<file path="config.mk">
export PLATFORM = sky130hd
export DESIGN_NAME = pcpu_flat
export DESIGN_NICKNAME = d
export VERILOG_FILES = /design/src/rtl/pcpu_if.sv /design/src/rtl/pcpu.sv /design/src/flat_wrapper.sv
export SDC_FILE = /design/constraint.sdc
export NUM_CORES = 1
export LEC_CHECK = 0
export BUFFER_PORTS_ARGS = -buffer_cell sky130_fd_sc_hd__buf_2
export CORE_ASPECT_RATIO = 1.25
export CORE_UTILIZATION = 63
export CTS_CLUSTER_DIAMETER = 200
export CTS_CLUSTER_SIZE = 10
export DETAILED_ROUTE_END_ITERATION = 12
export PLACE_DENSITY = 0.81
export SETUP_SLACK_MARGIN = 0.15
export SLEW_MARGIN = 20
export SYNTH_ARGS = -nofsm -noshare
export SYNTH_HDL_FRONTEND = slang
export SYNTH_SLANG_ARGS = --single-unit
</file>
<file path="constraint.sdc">
create_clock -name clock -period 5 [get_ports clock]
set_input_delay 0.5 -clock clock [delete_from_list [all_inputs] [get_ports clock]]
set_output_delay 0.5 -clock clock [all_outputs]
set_load 0.1 [all_outputs]
</file>
<file path="src/rtl/pcpu_if.sv">
// Instruction/data memory bus of the pcpu core.
// master = core side, slave = memory side.
interface pcpu_if;
    logic [7:0]  i_addr;
    logic [15:0] i_datain;
    logic [7:0]  d_addr;
    logic [15:0] d_datain;
    logic [15:0] d_dataout;
    logic        d_we;

    modport master (
        output i_addr,
        input  i_datain,
        output d_addr,
        input  d_datain,
        output d_dataout,
        output d_we
    );

    modport slave (
        input  i_addr,
        output i_datain,
        input  d_addr,
        output d_datain,
        input  d_dataout,
        input  d_we
    );
endinterface

</file>
<file path="src/rtl/pcpu.sv">
// 16-bit five-stage (IF/ID/EX/MEM/WB) pipelined core without interlocks, forwarding or flushing.
// Software is responsible for NOP padding around data dependencies and branch shadows.
module pcpu (
    input  logic   clock,
    input  logic   reset,
    input  logic   enable,
    input  logic   start,
    pcpu_if.master bus
);
    localparam logic [4:0] OpNop   = 5'b00000;
    localparam logic [4:0] OpHalt  = 5'b00001;
    localparam logic [4:0] OpLoad  = 5'b00010;
    localparam logic [4:0] OpStore = 5'b00011;
    localparam logic [4:0] OpSll   = 5'b00100;
    localparam logic [4:0] OpSla   = 5'b00101;
    localparam logic [4:0] OpSrl   = 5'b00110;
    localparam logic [4:0] OpSra   = 5'b00111;
    localparam logic [4:0] OpAdd   = 5'b01000;
    localparam logic [4:0] OpAddi  = 5'b01001;
    localparam logic [4:0] OpSub   = 5'b01010;
    localparam logic [4:0] OpSubi  = 5'b01011;
    localparam logic [4:0] OpCmp   = 5'b01100;
    localparam logic [4:0] OpAnd   = 5'b01101;
    localparam logic [4:0] OpOr    = 5'b01110;
    localparam logic [4:0] OpXor   = 5'b01111;
    localparam logic [4:0] OpLdih  = 5'b10000;
    localparam logic [4:0] OpAddc  = 5'b10001;
    localparam logic [4:0] OpSubc  = 5'b10010;
    localparam logic [4:0] OpJump  = 5'b11000;
    localparam logic [4:0] OpJmpr  = 5'b11001;
    localparam logic [4:0] OpBz    = 5'b11010;
    localparam logic [4:0] OpBnz   = 5'b11011;
    localparam logic [4:0] OpBn    = 5'b11100;
    localparam logic [4:0] OpBnn   = 5'b11101;
    localparam logic [4:0] OpBc    = 5'b11110;
    localparam logic [4:0] OpBnc   = 5'b11111;

    typedef enum logic {StIdle, StExec} state_e;

    state_e      state_q, state_d;
    logic [7:0]  pc_q, pc_d;
    logic [15:0] id_ir_q, id_ir_d;
    // Downstream IR copies keep only the opcode and destination register field.
    logic [15:8] ex_ir_q, ex_ir_d, mem_ir_q, wb_ir_q;
    logic [15:0] reg_a_q, reg_a_d, reg_b_q, reg_b_d;
    logic [15:0] reg_c_q, reg_c1_q, reg_c1_d;
    logic [15:0] smdr_q, smdr_d, smdr1_q;
    logic        zf_q, zf_d, nf_q, nf_d, cf_q, cf_d;
    logic [15:0] gr_q [8];

    logic [4:0]  id_op, ex_op, mem_op, wb_op;
    logic [2:0]  r1, r2, r3;
    logic [7:0]  imm8;
    logic        halt_id, branch_taken, wb_we, cin;
    logic [16:0] add17, sub17;
    logic [15:0] alu_out;
    logic        set_zn, set_c, carry;

    assign id_op  = id_ir_q[15:11];
    assign ex_op  = ex_ir_q[15:11];
    assign mem_op = mem_ir_q[15:11];
    assign wb_op  = wb_ir_q[15:11];
    assign r1     = id_ir_q[10:8];
    assign r2     = id_ir_q[6:4];
    assign r3     = id_ir_q[2:0];
    assign imm8   = id_ir_q[7:0];

    assign halt_id = (state_q == StExec) && (id_op == OpHalt);

    always_comb begin
        state_d = state_q;
        unique case (state_q)
            StIdle:  if (start) state_d = StExec;
            StExec:  if (id_op == OpHalt) state_d = StIdle;
            default: state_d = StIdle;
        endcase
    end

    always_comb begin
        branch_taken = 1'b0;
        case (mem_op)
            OpJump, OpJmpr: branch_taken = 1'b1;
            OpBz:           branch_taken = zf_q;
            OpBnz:          branch_taken = !zf_q;
            OpBn:           branch_taken = nf_q;
            OpBnn:          branch_taken = !nf_q;
            OpBc:           branch_taken = cf_q;
            OpBnc:          branch_taken = !cf_q;
            default:        branch_taken = 1'b0;
        endcase
    end

    // IF: a HALT reaching ID stops fetching on the same edge and is itself dropped.
    always_comb begin
        pc_d    = pc_q;
        id_ir_d = {OpNop, 11'b0};
        if (state_q == StExec && !halt_id) begin
            id_ir_d = bus.i_datain;
            pc_d    = branch_taken ? reg_c_q[7:0] : pc_q + 8'd1;
        end
        ex_ir_d = (id_op == OpHalt) ? {OpNop, 3'b0} : id_ir_q[15:8];
    end

    // ID: register read uses the old register file contents (no bypass).
    always_comb begin
        reg_a_d = gr_q[r2];
        reg_b_d = gr_q[r3];
        smdr_d  = gr_q[r1];
        case (id_op)
            OpLoad, OpStore, OpSll, OpSla, OpSrl, OpSra: reg_b_d = {12'h000, id_ir_q[3:0]};
            OpAddi, OpSubi: begin
                reg_a_d = gr_q[r1];
                reg_b_d = {8'h00, imm8};
            end
            OpLdih: begin
                reg_a_d = gr_q[r1];
                reg_b_d = {imm8, 8'h00};
            end
            OpJump: begin
                reg_a_d = 16'h0000;
                reg_b_d = {8'h00, imm8};
            end
            OpJmpr, OpBz, OpBnz, OpBn, OpBnn, OpBc, OpBnc: begin
                reg_a_d = gr_q[r1];
                reg_b_d = {8'h00, imm8};
            end
            default: ;
        endcase
    end

    // EX: cf feeds ADDC/SUBC as carry-in / borrow-in.
    assign cin   = (ex_op == OpAddc || ex_op == OpSubc) ? cf_q : 1'b0;
    assign add17 = {1'b0, reg_a_q} + {1'b0, reg_b_q} + {16'h0000, cin};
    assign sub17 = {1'b0, reg_a_q} - {1'b0, reg_b_q} - {16'h0000, cin};

    always_comb begin
        alu_out = 16'h0000;
        set_zn  = 1'b0;
        set_c   = 1'b0;
        carry   = 1'b0;
        case (ex_op)
            OpAdd, OpAddi, OpAddc, OpLdih: begin
                alu_out = add17[15:0];
                carry   = add17[16];
                set_zn  = 1'b1;
                set_c   = 1'b1;
            end
            OpSub, OpSubi, OpSubc, OpCmp: begin
                alu_out = sub17[15:0];
                carry   = sub17[16];
                set_zn  = 1'b1;
                set_c   = 1'b1;
            end
            OpAnd: begin alu_out = reg_a_q & reg_b_q; set_zn = 1'b1; end
            OpOr:  begin alu_out = reg_a_q | reg_b_q; set_zn = 1'b1; end
            OpXor: begin alu_out = reg_a_q ^ reg_b_q; set_zn = 1'b1; end
            OpSll, OpSla: begin alu_out = reg_a_q << reg_b_q[3:0]; set_zn = 1'b1; end
            OpSrl: begin alu_out = reg_a_q >> reg_b_q[3:0]; set_zn = 1'b1; end
            OpSra: begin
                alu_out = $unsigned($signed(reg_a_q) >>> reg_b_q[3:0]);
                set_zn  = 1'b1;
            end
            OpLoad, OpStore: alu_out = add17[15:0];
            OpJump, OpJmpr, OpBz, OpBnz, OpBn, OpBnn, OpBc, OpBnc:
                alu_out = {8'h00, reg_a_q[7:0] + reg_b_q[7:0]};
            default: alu_out = 16'h0000;
        endcase
        zf_d = set_zn ? (alu_out == 16'h0000) : zf_q;
        nf_d = set_zn ? alu_out[15] : nf_q;
        cf_d = set_c  ? carry : cf_q;
    end

    assign reg_c1_d = (mem_op == OpLoad) ? bus.d_datain : reg_c_q;

    always_comb begin
        case (wb_op)
            OpLoad, OpSll, OpSla, OpSrl, OpSra, OpAdd, OpAddi, OpSub, OpSubi,
            OpAnd, OpOr, OpXor, OpLdih, OpAddc, OpSubc: wb_we = 1'b1;
            default: wb_we = 1'b0;
        endcase
    end

    always_ff @(posedge clock) begin
        if (!reset) begin
            state_q <= StIdle;
        end else if (enable) begin
            state_q <= state_d;
        end
    end

    always_ff @(posedge clock) begin
        if (!reset) begin
            pc_q     <= 8'h00;
            id_ir_q  <= 16'h0000;
            ex_ir_q  <= 8'h00;
            mem_ir_q <= 8'h00;
            wb_ir_q  <= 8'h00;
            reg_a_q  <= 16'h0000;
            reg_b_q  <= 16'h0000;
            reg_c_q  <= 16'h0000;
            reg_c1_q <= 16'h0000;
            smdr_q   <= 16'h0000;
            smdr1_q  <= 16'h0000;
            zf_q     <= 1'b0;
            nf_q     <= 1'b0;
            cf_q     <= 1'b0;
            for (int i = 0; i < 8; i++) gr_q[i] <= 16'h0000;
        end else if (enable) begin
            pc_q     <= pc_d;
            id_ir_q  <= id_ir_d;
            ex_ir_q  <= ex_ir_d;
            mem_ir_q <= ex_ir_q;
            wb_ir_q  <= mem_ir_q;
            reg_a_q  <= reg_a_d;
            reg_b_q  <= reg_b_d;
            reg_c_q  <= alu_out;
            reg_c1_q <= reg_c1_d;
            smdr_q   <= smdr_d;
            smdr1_q  <= smdr_q;
            zf_q     <= zf_d;
            nf_q     <= nf_d;
            cf_q     <= cf_d;
            if (wb_we) gr_q[wb_ir_q[10:8]] <= reg_c1_q;
        end
    end

    assign bus.i_addr    = pc_q;
    assign bus.d_addr    = reg_c_q[7:0];
    assign bus.d_dataout = smdr1_q;
    assign bus.d_we      = (mem_op == OpStore);
endmodule

</file>
<file path="src/flat_wrapper.sv">
// flat-port wrapper written by rule: the top's interface ports become plain ports
module pcpu_flat 
  (clock, reset, enable, start, bus_i_addr, bus_i_datain, bus_d_addr, bus_d_datain, bus_d_dataout, bus_d_we);
  pcpu_if bus_i ();
  input  logic clock;
  input  logic reset;
  input  logic enable;
  input  logic start;
  output wire logic [$bits(bus_i.i_addr)-1:0] bus_i_addr;
  input wire logic [$bits(bus_i.i_datain)-1:0] bus_i_datain;
  output wire logic [$bits(bus_i.d_addr)-1:0] bus_d_addr;
  input wire logic [$bits(bus_i.d_datain)-1:0] bus_d_datain;
  output wire logic [$bits(bus_i.d_dataout)-1:0] bus_d_dataout;
  output wire logic [$bits(bus_i.d_we)-1:0] bus_d_we;
  assign bus_i_addr = bus_i.i_addr;
  assign bus_i.i_datain = bus_i_datain;
  assign bus_d_addr = bus_i.d_addr;
  assign bus_i.d_datain = bus_d_datain;
  assign bus_d_dataout = bus_i.d_dataout;
  assign bus_d_we = bus_i.d_we;
  pcpu u_core (.clock(clock), .reset(reset), .enable(enable), .start(start), .bus(bus_i));
endmodule
</file>
After elaboration in Yosys (flattened, before gate mapping)
Memory sizes are Yosys's and may differ from the RTL's. A register that Yosys moved wholly into a read port is not among the register bits.
Cells that the tools add are included.
{"block": "op_classes", "addsub": 6, "n_eq_ne": 53, "n_shift": 3, "mux": 31, "n_bitwise": 4, "n_reduce_logical": 23}
{"operator": "16-bit case mux with 9 select lines", "n": 1}
{"operator": "5-bit equality test (second input constant)", "n": 28}
{"operator": "5-bit by 4-bit equality test with 1-bit output (second input constant)", "n": 10}
{"operator": "16-bit 2-to-1 mux", "n": 3}
{"operator": "16-bit case mux with 3 select lines", "n": 1}
{"operator": "5-bit by 3-bit equality test with 1-bit output (second input constant)", "n": 8}
{"operator": "16-bit case mux with 2 select lines", "n": 1}
{"operator": "5-bit by 2-bit equality test with 1-bit output (second input constant)", "n": 6}
{"operator": "3-bit 2-to-1 mux", "n": 7}
{"operator": "10-bit OR reduction", "n": 2}
{"operator": "16-bit by 16-bit adder with 17-bit output", "n": 1}
{"operator": "17-bit by 1-bit adder with 17-bit output", "n": 1}
{"operator": "16-bit by 16-bit subtractor with 17-bit output", "n": 1}
{"operator": "17-bit by 1-bit subtractor with 17-bit output", "n": 1}
{"operator": "16-bit AND", "n": 1}
{"operator": "16-bit zero test", "n": 1}
{"operator": "8-bit 2-to-1 mux", "n": 2}
{"operator": "16-bit OR", "n": 1}
{"operator": "16-bit OR reduction", "n": 1}
{"operator": "8-bit OR reduction", "n": 2}
{"operator": "16-bit by 4-bit << shifter with 16-bit output", "n": 1}
{"operator": "16-bit by 4-bit >> shifter with 16-bit output", "n": 1}
{"operator": "16-bit by 4-bit >>> shifter with 16-bit output", "n": 1}
{"operator": "16-bit bitwise XOR", "n": 1}
{"operator": "16 further kinds", "n": 37}
{"block": "word_totals", "register_bits": 148, "ramBits": 128, "rom_bits": 32, "inputBits": 36, "elab_cells": 137, "memories": 2}
{"memory": "u_core.gr_q", "words": 8, "width": 16, "rd": 3, "rd_ports_with_merged_regs": 3, "wr": 8, "line": "pcpu.sv:49", "rtl": "logic [15:0] gr_q [8];"}
{"memory": "(name not given)", "words": 32, "width": 1, "rd": 1, "rd_ports_with_merged_regs": 1, "wr": 0, "line": "pcpu.sv:176", "rtl": "case (wb_op)"}

Longest topological paths before layout
{"block": "depth", "word_depth": 7, "ltp_mapped": 17}

Worst setup path before layout
OpenSTA, ideal clock, no wires.
{"block": "synth_path", "path_kind": "reg2out", "from": "register u_core.mem_ir_q[11] in the netlist's numbering", "to": "output bus_d_we", "t_arrival_ns": 3.647, "t_required_ns": 4.500, "setup_slack_ns": 0.853, "path_stages_with_launch": 3, "n_path_buf": 1, "path_cell_list": "dfxtp_1 clkbuf_1 nor4b_1"}
{"block": "synth_via", "elab_chain_len": 1}
{"element": "start, declared", "line": "pcpu.sv:44", "rtl": "logic [15:8] ex_ir_q, ex_ir_d, mem_ir_q, wb_ir_q;"}
{"element": "start signal, assigned", "line": "pcpu.sv:212", "rtl": "mem_ir_q <= ex_ir_q;"}
{"element": "5-bit by 2-bit equality test with 1-bit output", "line": "pcpu.sv:230", "rtl": "assign bus.d_we = (mem_op == OpStore);"}
{"element": "end, declared", "line": "flat_wrapper.sv:14", "rtl": "output wire logic [$bits(bus_i.d_we)-1:0] bus_d_we;"}
Every way passes these cells.

Final worst setup path
{"block": "layout_path", "from": "register u_core.ex_ir_q[12] in the netlist's numbering", "to": "register u_core.zf_q"}
{"block": "layout_via", "elab_chain_len": 6, "elab_cells_between_ends": 38, "cone_classes": "add/sub: 2; eq/ne: 25; mux: 3; reduce/logical: 8"}
{"element": "start, declared", "line": "pcpu.sv:44"}
{"element": "start signal, assigned", "line": "pcpu.sv:211", "rtl": "ex_ir_q <= ex_ir_d;"}
{"element": "5-bit equality test", "line": "pcpu.sv:132, pcpu.sv:141"}
{"element": "1-bit logical OR", "line": "pcpu.sv:132", "rtl": "assign cin = (ex_op == OpAddc || ex_op == OpSubc) ? cf_q : 1'b0;"}
{"element": "1-bit 2-to-1 mux", "line": "pcpu.sv:132"}
{"element": "17-bit by 1-bit adder with 17-bit output / 17-bit by 1-bit subtractor with 17-bit output (equally long branches)", "line": "pcpu.sv:133, pcpu.sv:134"}
{"element": "16-bit case mux with 9 select lines", "line": "pcpu.sv:141", "rtl": "case (ex_op)"}
{"element": "16-bit zero test", "line": "pcpu.sv:168", "rtl": "zf_d = set_zn ? (alu_out == 16'h0000) : zf_q;"}
{"element": "end signal, assigned", "line": "pcpu.sv:220", "rtl": "zf_q <= zf_d;"}
{"element": "end, declared", "line": "pcpu.sv:48", "rtl": "logic zf_q, zf_d, nf_q, nf_d, cf_q, cf_d;"}
Parallel ways exist; a longest one is shown, timed or not.
A chain may end at the register's enable or synchronous reset.

==> impl_metrics.py <==
metrics = {
    "outcome": {
        "status": "finished, final reports clean",
    },
    "drt": {
        "vias": 15380,
        "ant_nets": 0,
        "viasPerCell": 7.06,
        "drt_iter0_markers": 1958,
        "wl_mm": 64.0,
        "wl_per_cell_um": 29.4,
        "drc": 0,
        "dr.pass1.iters": 6,
    },
    "sta": {
        "holdWs_ns": 0.201,
        "tns_ns": 0,
        "maxSlewViolCount": 0,
        "fmax_mhz": 227,
        "hold_viol": 0,
        "relSlewSlack_pct": 20.9,
        "setup_viol": 0,
        "fin_crit_ns": 4.40,
        "rsz0062_at_grt": "no",
        "finalCritPeriodShare_pct": 87.9,
        "worstMarginPinSlew_ns": 1.18,
        "fin_skew_ns": 0.0174,
    },
    "die": {
        "core-area_mm2": 0.0284,
        "ios": 69,
        "initial_core_util_pct": 64.2,
        "die_h_um": 192,
        "die_x_um": 154,
        "fp-row-count": 69,
        "dieArea_mm2": 0.0296,
    },
    "synth": {
        "synth_edf_count": 128,
        "async_reset_ff_share_pct": 0,
        "ys_seq_area_share_pct": 38.4,
        "synth_ff_type": "dfxtp_1",
        "synth.top_cell.area_share_pct": 21.1,
        "synth_nets": 1902,
        "synth.avg_cell_area_um2": 10.1,
        "synth_seq_cells": 286,
        "yosysMostFrequentCell": "nor2_1",
        "syn_area_mm2": 0.0182,
        "synth_common_cells": "nor2_1 (213), dfxtp_1 (158), and2_1 (133)",
        "synthTopCellsByArea": "edfxtp_1 (21%), dfxtp_1 (17%), mux4_2 (14%)",
        "yosys.cell_types.count": 74,
        "syn_inst": 1797,
        "yosys_warnings": 0,
        "yosys.area.top_type": "edfxtp_1",
    },
    "worst_setup_path": {
        "crit_path_end_kind": "flip-flop",
        "crit_arrival_ns": 4.84,
        "critPathLaunchType": "flip-flop",
        "reg2reg_setup_slack_ns": 0.60,
        "cp.required_ns": 5.44,
        "startpoint": "u_core.ex_ir_q[12]",
        "crit_type": "reg -> reg",
        "r2r-end": "u_core.zf_q",
        "r2r_start": "u_core.ex_ir_q[12]",
        "crit_fanout": 20,
        "ff2ff_path_depth": 12,
    },
    "power": {
        "p_sw_mw": 1.69,
        "internal_power_mw": 4.19,
        "pwr-share-comb_pct": 16.1,
        "p_leak_nw": 7.16,
        "pwr-share-seq_pct": 45.0,
        "vdd_ir_drop_max_mv": 0.360,
        "power.share.clock_pct": 39.0,
        "p_total_mw": 5.88,
        "power.density_mw_per_mm2": 297,
        "p_sw_share_pct": 28.8,
    },
    "cts": {
        "cts_tree": "done",
        "clock_latency_ns": 0.53,
        "cts-resized-gates": 0,
        "root_buffer": "clkbuf_16",
        "cts_buffers": 34,
        "cts.htree.levels": 2,
        "clk_path_buf_depth": 3,
        "clkTransAtPathRegs_ns": 0.06,
        "cts_setup_buffers": 0,
        "postCtsHoldBufs": 0,
        "cts_sinks": 286,
    },
    "placement": {
        "dp_hpwl_mm": 45.2,
        "portBuffers": 68,
        "gp_congestion": 1.09,
    },
    "finish": {
        "drive_above_1_share_pct": 17.7,
        "area_growth_pct": 8.58,
        "antenna_cells": 0,
        "fin_nets": 1912,
        "fillers": 2039,
    },
    "global_routing": {
        "grt_pass1_wl_mm": 93.0,
        "grt_pass1_vias": 14640,
        "grt_remaining_overflow": 0,
        "grt_antenna_before_repair": 0,
        "grtUsageTotal_pct": 43.5,
        "grt_max_degree": 81,
    },
    "hold_path": {
        "hold_end": "u_core.id_ir_q[14]",
        "whs_path_depth": 3,
        "hold_start": "bus_i_datain[14]",
        "hold_class": "in -> reg",
    },
    "job": {
        "drv_cap": 0,
    },
}
==> power groups by stage <==
stage / Combinational, mW / Clock, mW / Sequential, mW
3_5_place_dp: 0.913 / 0 / 2.68
3_3_place_gp: 0.907 / 0 / 2.67
5_1_grt: 1.00 / 2.37 / 2.65
4_1_cts: 0.921 / 2.28 / 2.64
2_1_floorplan: 0.644 / 0 / 2.67
6_report: 0.944 / 2.29 / 2.64
==> placed cells by master (no fill, tap or decap), types with 8 or more instances in the layout <==
| cell | count |
|---|---|
| a211oi_1 | 47 |
| a21o_1 | 10 |
| a21oi_1 | 70 |
| a221oi_1 | 13 |
| a22oi_1 | 22 |
| a31oi_1 | 13 |
| and2_1 | 133 |
| buf_2 | 67 |
| buf_4 | 48 |
| clkbuf_1 | 15 |
| clkbuf_16 | 36 |
| dfxtp_1 | 151 |
| edfxtp_1 | 128 |
| ha_1 | 64 |
| inv_1 | 59 |
| mux2_2 | 27 |
| mux2i_1 | 102 |
| mux4_2 | 113 |
| nand2_1 | 105 |
| nand2b_1 | 13 |
| nand3_1 | 31 |
| nand4_1 | 9 |
| nor2_1 | 213 |
| nor2b_1 | 8 |
| nor3_1 | 37 |
| o211ai_1 | 28 |
| o21a_1 | 8 |
| o21ai_0 | 88 |
| o22ai_1 | 11 |
| xnor2_1 | 13 |
| xor2_1 | 10 |
==> critical path, stage by stage, from the launching register on <==
cell       delay (ns)
dfxtp_1          0.76
xor2_1           0.21
nand2_1          0.11
fa_1             0.44
fa_1             0.43
nand2b_1         0.24
a2111oi_1        0.66
a211oi_1         0.19
o311ai_0         0.63
xor2_1           0.13
nand2_1          0.11
o211ai_1         0.14
o31ai_2          0.26
==> per-stage QoR <==
step | util (%) | worst slack, ns | cell area [um^2] | cells
final | 69.7 | 0.603 | 19800 | 2179
after CTS | 69.7 | 0.737 | 19800 | 2179
after detailed placement | 66.2 | 0.774 | 18800 | 2126
after global routing | 69.7 | 0.351 | 19800 | 2179
after global placement | 66.2 | 0.844 | 18800 | 2126
after floorplan | - | 0.853 | 18200 | 1797
==> cell families (layout without fill, tap and decap cells) <==
| logic type | Yosys count | in the layout | share of synthesized area [%] |
|---|---|---|---|
| AO/OA/AOI/OAI | 373 | 373 | 13.5 |
| AND/OR/NAND/NOR | 600 | 600 | 16.2 |
| buffers and inverters | 204 | 231 | 4.59 |
| multiplexers | 242 | 242 | 21.2 |
| flip-flops | 286 | 286 | 38.4 |
| XOR/XNOR | 23 | 23 | 1.10 |
| adder cells (fa/ha/maj) | 69 | 69 | 4.94 |
==> how the worst max path moves through the flow <==
stage | depth (start not counted) | to | slack (ns)
6_report | 12 | u_core.zf_q | 0.60
3_3_place_gp | 15 | u_core.zf_q | 0.84
3_5_place_dp | 12 | u_core.reg_c_q[14] | 0.77
5_1_grt | 13 | u_core.zf_q | 0.35
2_1_floorplan | 2 | bus_d_we | 0.85
4_1_cts | 15 | u_core.zf_q | 0.74
==> registers in the layout, indices dropped and copies added, names as in the netlist, named ones only <==
name and count:
u_core.reg_c_q 16, u_core.mem_ir_q 8, u_core.smdr_q 16, u_core.bus.d_dataout 16, u_core.ex_ir_q 8, u_core.gr_q 128
u_core.zf_q 1, u_core.wb_ir_q 8, u_core.cf_q 1, u_core.state_q 1, u_core.reg_a_q 16, u_core.reg_c1_q 16
u_core.reg_b_q 16, u_core.wb_we 1, u_core.nf_q 1, u_core.id_ir_q 16, u_core.bus.i_addr 8
==> final cells by class <==
class / instances / area (um^2) / area share, %
inverter: 62 / 235 / 1.19
tap: 355 / 444 / 2.24
clock buffer: 51 / 957 / 4.84
multi-input combinational: 1307 / 10400 / 52.6
clock inverter: 2 / 32.5 / 0.164
sequential: 286 / 7020 / 35.4
timing repair buffer: 116 / 707 / 3.57
==> metal layers <==
layer  GRT usage [%]  share of wire (%)  vias to the layer above
li1                -                  -                     6674
met1            50.7                 35                     7484
met2            75.0                 49                      982
met3            5.57                7.9                      240
met4            30.3                7.6                        0
met5               0                  0                        -
(Power assumes the default switching activity.)
